**config.mk**
```make
export PLATFORM = sky130hd
export DESIGN_NAME = screen_scanner
export DESIGN_NICKNAME = d
export VERILOG_FILES = /design/src/rtl/screen_scanner.sv
export SDC_FILE = /design/constraint.sdc
export NUM_CORES = 1
export LEC_CHECK = 0
export CELL_PAD_IN_SITES_DETAIL_PLACEMENT = 1
export CELL_PAD_IN_SITES_GLOBAL_PLACEMENT = 1
export CORE_MARGIN = 1
export CORE_UTILIZATION = 33
export CTS_BUF_LIST = sky130_fd_sc_hd__clkbuf_16
export DETAILED_ROUTE_END_ITERATION = 12
export PLACE_DENSITY = 0.81
export RECOVER_POWER = 100
export SLEW_MARGIN = 10
export SYNTH_ARGS = -nofsm -noshare
export SYNTH_HDL_FRONTEND = slang
export SYNTH_SLANG_ARGS = --single-unit
export TNS_END_PERCENT = 5
```
**constraint.sdc**
```tcl
create_clock -name clk -period 2.44 [get_ports clk]
set_input_delay 0.366 -clock clk [delete_from_list [all_inputs] [get_ports clk]]
set_output_delay 0.366 -clock clk [all_outputs]
set_load 0.005 [all_outputs]
```
**src/rtl/screen_scanner.sv**
```systemverilog
// screen_scanner: walks a ROWS x COLS text buffer in row-major order and
// streams each character over a valid/ready port, optionally appending an
// end-of-row character after every row.
module screen_scanner #(
    parameter int unsigned           DATA_WIDTH = 8,
    parameter int unsigned           ROWS       = 4,
    parameter int unsigned           COLS       = 32,
    parameter int unsigned           EMIT_EOL   = 1,
    parameter logic [DATA_WIDTH-1:0] EOL_CHAR   = 8'h0A,
    localparam int unsigned          RW         = (ROWS > 1) ? $clog2(ROWS) : 1,
    localparam int unsigned          CW         = (COLS > 1) ? $clog2(COLS) : 1
) (
    input  logic                  clk,
    input  logic                  rst_n,
    input  logic                  start,
    input  logic                  abort,
    output logic [RW-1:0]         r_row,
    output logic [CW-1:0]         r_col,
    input  logic [DATA_WIDTH-1:0] rd_data,
    output logic [DATA_WIDTH-1:0] out_data,
    output logic                  out_valid,
    input  logic                  out_ready,
    output logic                  out_last,
    output logic                  busy,
    output logic                  done
);

    localparam logic [2:0] S_IDLE    = 3'd0;
    localparam logic [2:0] S_FETCH   = 3'd1;
    localparam logic [2:0] S_CAPTURE = 3'd2;
    localparam logic [2:0] S_SEND    = 3'd3;
    localparam logic [2:0] S_EOL     = 3'd4;

    localparam logic [RW-1:0] ROW_LAST = RW'(ROWS - 1);
    localparam logic [CW-1:0] COL_LAST = CW'(COLS - 1);

    logic [2:0]            state_q, state_d;
    logic [RW-1:0]         row_q,   row_d;
    logic [CW-1:0]         col_q,   col_d;
    logic [DATA_WIDTH-1:0] data_q,  data_d;
    logic                  done_q,  done_d;

    // Next-state logic: scan sequencing, address stepping and abort override.
    always_comb begin
        state_d = state_q;
        row_d   = row_q;
        col_d   = col_q;
        data_d  = data_q;
        done_d  = 1'b0;
        case (state_q)
            S_IDLE: begin
                // A start coinciding with the done pulse is not a new request.
                if (start && !done_q) begin
                    state_d = S_FETCH;
                    row_d   = '0;
                    col_d   = '0;
                end
            end
            S_FETCH: begin
                state_d = S_CAPTURE;
            end
            S_CAPTURE: begin
                data_d  = rd_data;
                state_d = S_SEND;
            end
            S_SEND: begin
                if (out_ready) begin
                    if (col_q != COL_LAST) begin
                        col_d   = col_q + 1'b1;
                        state_d = S_FETCH;
                    end else if (EMIT_EOL != 0) begin
                        data_d  = EOL_CHAR;
                        state_d = S_EOL;
                    end else if (row_q != ROW_LAST) begin
                        row_d   = row_q + 1'b1;
                        col_d   = '0;
                        state_d = S_FETCH;
                    end else begin
                        state_d = S_IDLE;
                        done_d  = 1'b1;
                    end
                end
            end
            S_EOL: begin
                if (out_ready) begin
                    if (row_q != ROW_LAST) begin
                        row_d   = row_q + 1'b1;
                        col_d   = '0;
                        state_d = S_FETCH;
                    end else begin
                        state_d = S_IDLE;
                        done_d  = 1'b1;
                    end
                end
            end
            default: begin
                state_d = S_IDLE;
            end
        endcase
        // Abort outranks any transfer decided above and suppresses done.
        if (abort && (state_q != S_IDLE)) begin
            state_d = S_IDLE;
            row_d   = '0;
            col_d   = '0;
            done_d  = 1'b0;
        end
    end

    // State registers with synchronous active-low reset.
    always_ff @(posedge clk) begin
        if (!rst_n) begin
            state_q <= S_IDLE;
            row_q   <= '0;
            col_q   <= '0;
            data_q  <= '0;
            done_q  <= 1'b0;
        end else begin
            state_q <= state_d;
            row_q   <= row_d;
            col_q   <= col_d;
            data_q  <= data_d;
            done_q  <= done_d;
        end
    end

    // Output decode from registered state.
    always_comb begin
        r_row     = row_q;
        r_col     = col_q;
        out_data  = data_q;
        out_valid = (state_q == S_SEND) || (state_q == S_EOL);
        busy      = (state_q != S_IDLE);
        done      = done_q;
        out_last  = 1'b0;
        if (EMIT_EOL != 0) begin
            out_last = (state_q == S_EOL) && (row_q == ROW_LAST);
        end else begin
            out_last = (state_q == S_SEND) && (row_q == ROW_LAST) && (col_q == COL_LAST);
        end
    end

endmodule

```
Word-level counts from Yosys, hierarchy flattened:

Cells that the tools add are included.

* register bits after elaboration: 19
* bits of input ports: 13
* output and inout port bits: 19
* logic and storage cells: 59

* add/subtract/negate cells: 2
* equality and inequality tests: 13
* muxes and demuxes: 20
* bitwise operators: 3
* reduce and logical (&&, ||, !) cells: 16

Operators with widths (count)
* 5-bit 2-to-1 mux: 5
* 8-bit 2-to-1 mux: 2
* 8-bit case mux with 2 select lines: 1
* 3-bit case mux with 5 select lines: 1
* 5-bit case mux with 3 select lines: 1
* 2-bit != test (second input constant): 7
* 3-bit 2-to-1 mux: 4
* 3-bit by 2-bit == test with 1-bit output (second input constant): 2
* 2-bit 2-to-1 mux: 3
* 3-bit AND reduction: 2
* 6-bit AND reduction: 1
* 3-bit nonzero test: 2
* 5-bit by 1-bit adder with 5-bit output (second input constant): 1
* 5-bit != test (second input constant): 1
* 2-bit case mux with 2 select lines: 1
* 4-bit AND reduction: 1
* 2-bit nonzero test: 2
* 4-bit OR reduction: 1
* 3-bit by 1-bit == test with 1-bit output (second input constant): 1
* 3-bit == test (second input constant): 1
* 1-bit logical AND: 3
* 3-bit logical NOT: 1
* 1-bit inverter: 3
* 2-bit by 1-bit adder with 2-bit output (second input constant): 1
* 5 further kinds: 6

Longest topological paths before layout:

* word-level depth: 4
* mapped depth: 7

Worst setup path before layout:

Ideal clock, no wire load.

* kind: reg2reg
* start point: register col_q[0], in the netlist r_col[0]
* end point: register col_q[0], in the netlist r_col[0]
* arrival: 1.674 ns
* data required time: 2.373 ns
* setup slack: 0.699 ns
* stages on the path, launching flop included: 8
* buffers on the path: 0
* period minus slack after synthesis: 1.741 ns
* cells stage by stage: dfxtp_1 ha_1 and3_1 ha_1 and4bb_2 nand2_1 or3_1 o21ai_2

* longest elaborated chain between the ends: 4
* elaborated cells on any way between the ends: 7

RTL lines
* start, declared: line 39 `logic [CW-1:0] col_q, col_d;`
* start signal, assigned: line 120 `col_q <= col_d;`
* 5-bit by 1-bit adder with 5-bit output: line 69 `col_d = col_q + 1'b1;`
* 5-bit 2-to-1 mux: line 68 `if (col_q != COL_LAST) begin`
* 5-bit 2-to-1 mux: line 67 `if (out_ready) begin`
* 5-bit case mux with 3 select lines: line 50 `case (state_q)`

Parallel ways exist; a longest one is shown, timed or not. The select of a mux whose other input is x is not followed.
A chain may end at the register's enable or synchronous reset.

Worst setup path in the final report:

* start point: register state_q[2]
* end point: output out_valid

* longest elaborated chain between the ends: 2
* elaborated cells on any way between the ends: 3

RTL lines
* start, declared: line 37 `logic [2:0] state_q, state_d;`
* start signal, assigned: line 118 `state_q <= state_d;`
* 3-bit by 2-bit == test with 1-bit output or 3-bit == test (tied branches): line 131 `out_valid = (state_q == S_SEND) || (state_q == S_EOL);`
* 1-bit logical OR *: line 131
* end, declared: line 21 `output logic out_valid,`

Mark *: on every way between the ends. The rest lies on a longest branch, timed or not.

==> results.toml <==
[critical_path]
r2r_setup_slack_ns = 0.48
cp_max_fo = 15
slowest_delay_ns = 0.64
critPathSlowestCell = "dfxtp_1"
crit_required_ns = 2.07
cp_cell_sequence = "nand3b_1 > nand2_1 > dlygate4sd3_1"
crit_start = "state_q[2]"
reg2reg_depth = 7
startpoint_type = "flip-flop"
path_delay_family = "flip-flops"
path_depth = 3
cp-end-kind = "output port"
arrival_ns = 1.81
r2r-end = "r_col[4]"
crit_end = "out_valid"
crit_type = "reg2out"
path_buf_inv = 1
rr_startpoint = "r_col[0]"

[logic_synthesis]
ys_warn_count = 0
synthArstFlopShare_pct = 0
synthFlopType = "dfxtp_1"
avgSynthCellArea_sq_um = 8.77
synth_cell_types = 39
yosysTopAreaCell = "dfxtp_1"
synth_edf_count = 0
synth_seq_cells = 19
yosys.cell_count.top_type = "dfxtp_1"
syn_area_sq_um = 991
yosysSeqAreaShare_pct = 38.4
syn-instance-count = 113
ys_top_cells_by_count = "dfxtp_1 (19), a21oi_1 (10), nand2_1 (10)"
syn_nets = 129
synth_top_cell_area_share_pct = 38.4
synth.top_cells.by_area = "dfxtp_1 (38%), nor3b_1 (6.1%), a21oi_1 (5.1%)"

[clocking]
htreeDepth = 1
postCtsResizedCells = 0
cts_max_path_buffers = 2
postCtsHoldBufs = 0
cts.clk_slew.worst_paths_ns = 0.06
postCtsSetupRepairBufs = 0
cts.sinks = 19
cts_buffers = 3
insertion_delay_ns = 0.25
cts_root_buf = "clkbuf_16"
cts_tree = "yes"

[sta]
finalMaxSlewViolations = 0
max_slew.worst_pin.slew_ns = 0.521
setup_slack_ns = 0.261
skew_ns = 0.00531
relSlewSlack_pct = 65.2
tns_ns = 0
setup_viol = 0
fmax_mhz = 459
post-route-min-period_ns = 2.18
grt_setup_unrepaired = "false"
hold_viol = 0
post-route-period-util_pct = 89.3

[grt]
grt.total_usage_pct = 17.6
grt_pass1_vias = 986
grtUsageMet3_pct = 4.38
antenna_found_initial = 0
overflow = 0
busiest_layer = "met2"
gr-usage-met2_pct = 29.4
grt_use_met1_pct = 22.5
grt_pass1_wl_mm = 4.44
grt_max_degree = 16

[layout]
n_fill_cell = 332
nNetsFinal = 159
diodes = 0
drive_gt1_share_pct = 5.63
areaGrowthSynthToFinish_pct = 37.9
multiInputGateArea_sq_um = 551
regArea_sq_um = 380

[die]
io-pin-count = 32
die_h_microns = 56.8
die_area_sq_um = 3230
fp-row-count = 19
die_w_microns = 56.8
initial_core_util_pct = 35.3
core_sq_um = 2810

[power]
power_leakage_nw = 0.584
powerDensity_nw_per_um2 = 616
ir_worst_vdd_mv = 0.309

[placement]
post-dp-hpwl_mm = 1.87
dp_slack_ns = 0.513
port_buffers = 31
gp_congestion = 0.737

[drt]
via_per_inst = 5.40
drt_drc_violations_left = 4
drt_iter0_drc = 20
vias = 935
drt_first_pass_iters = 9
wirelength_mm = 2.61
ant_nets = 0
wl_per_cell_microns = 15.1

[run_status]
status = "finished, violations left"
violations = "design-rule violations"

[run]
max_cap_violations = 0

[min_path]
hp-class = "reg2reg"
## kinds of logic (layout without fill, tap and decap cells)
family                   Yosys count  in the layout  synth area share (%)
adder cells (fa/ha/maj)            3              3                  3.79
multiplexers                       1              1                  1.14
AND/OR/NAND/NOR                   55             55                  33.2
flip-flops                        19             19                  38.4
buffers and inverters              7             36                  4.29
AO/OA/AOI/OAI                     28             28                  19.2
## metrics by stage
step | instance area, sq um | hold slack (ns) | instances | total power, mW | utilization (%)
finish | 1370 | 0.495 | 173 | 0.842 | 48.7
global route | 1370 | 0.524 | 173 | 0.889 | 48.7
CTS | 1380 | 0.507 | 173 | 0.867 | 49.3
detailed placement | 1310 | 0.498 | 169 | 0.532 | 46.5
global placement | 1310 | 0.491 | 169 | 0.526 | 46.5
floorplan | 991 | 0.479 | 113 | 0.462 | -
## flip-flops by register name (all words and copies together), names as in the netlist
signal    cells
state_q       3
out_data      8
done          1
r_col         5
r_row         2
## metal layers
layer,up-vias,share of wire [%]
li1,465,-
met4,0,0
met5,-,0
met3,0,4.7
met1,445,48
met2,25,47
## worst reg2reg max path, stage by stage, from the launching register on
cell,delay (ns)
dfxtp_1,0.35
ha_1,0.24
and3_1,0.20
ha_1,0.20
and4bb_1,0.36
o22ai_1,0.15
nor2_1,0.23
o22ai_1,0.11
## where the power goes
part | switching (mW) | internal [mW]
sequential | 0.0195 | 0.328
combinational | 0.0842 | 0.0814
clock | 0.112 | 0.218
total | 0.216 | 0.627
## area by class of cell
cell class                      count  share of cell area, %
Clock buffer                        3                   5.49
Clock inverter                      1                  0.275
Multi-Input combinational cell     87                   40.3
Sequential cell                    19                   27.8
Tap cell                           31                   2.84
Timing Repair Buffer               32                   23.3
## how the worst min path moves through the flow
stage | slack, ns | endpoint | startpoint | cells past startpoint
after CTS | 0.51 | r_col[4] | r_col[4] | 2
after floorplan | 0.48 | r_col[4] | r_col[4] | 2
after detailed placement | 0.50 | out_data[1] | out_data[1] | 2
after global routing | 0.52 | r_col[4] | r_col[4] | 2
after global placement | 0.49 | r_col[4] | r_col[4] | 2
final | 0.50 | r_col[4] | r_col[4] | 2
## layout by cell type (no fill, tap or decap), types with 2 or more instances in the layout
| master | count |
|---|---|
| a22oi_1 | 2 |
| dfxtp_1 | 19 |
| o21ai_0 | 3 |
| a21oi_1 | 10 |
| or3_1 | 2 |
| nand2b_1 | 3 |
| and3_1 | 4 |
| nand2_1 | 10 |
| nor3b_1 | 8 |
| dlygate4sd3_1 | 20 |
| nor2b_1 | 8 |
| nor3_1 | 2 |
| ha_1 | 3 |
| clkbuf_16 | 3 |
| nor2_1 | 9 |
| clkdlybuf4s50_1 | 11 |
| o22ai_1 | 3 |
Power figures use the tool's default switching activity.
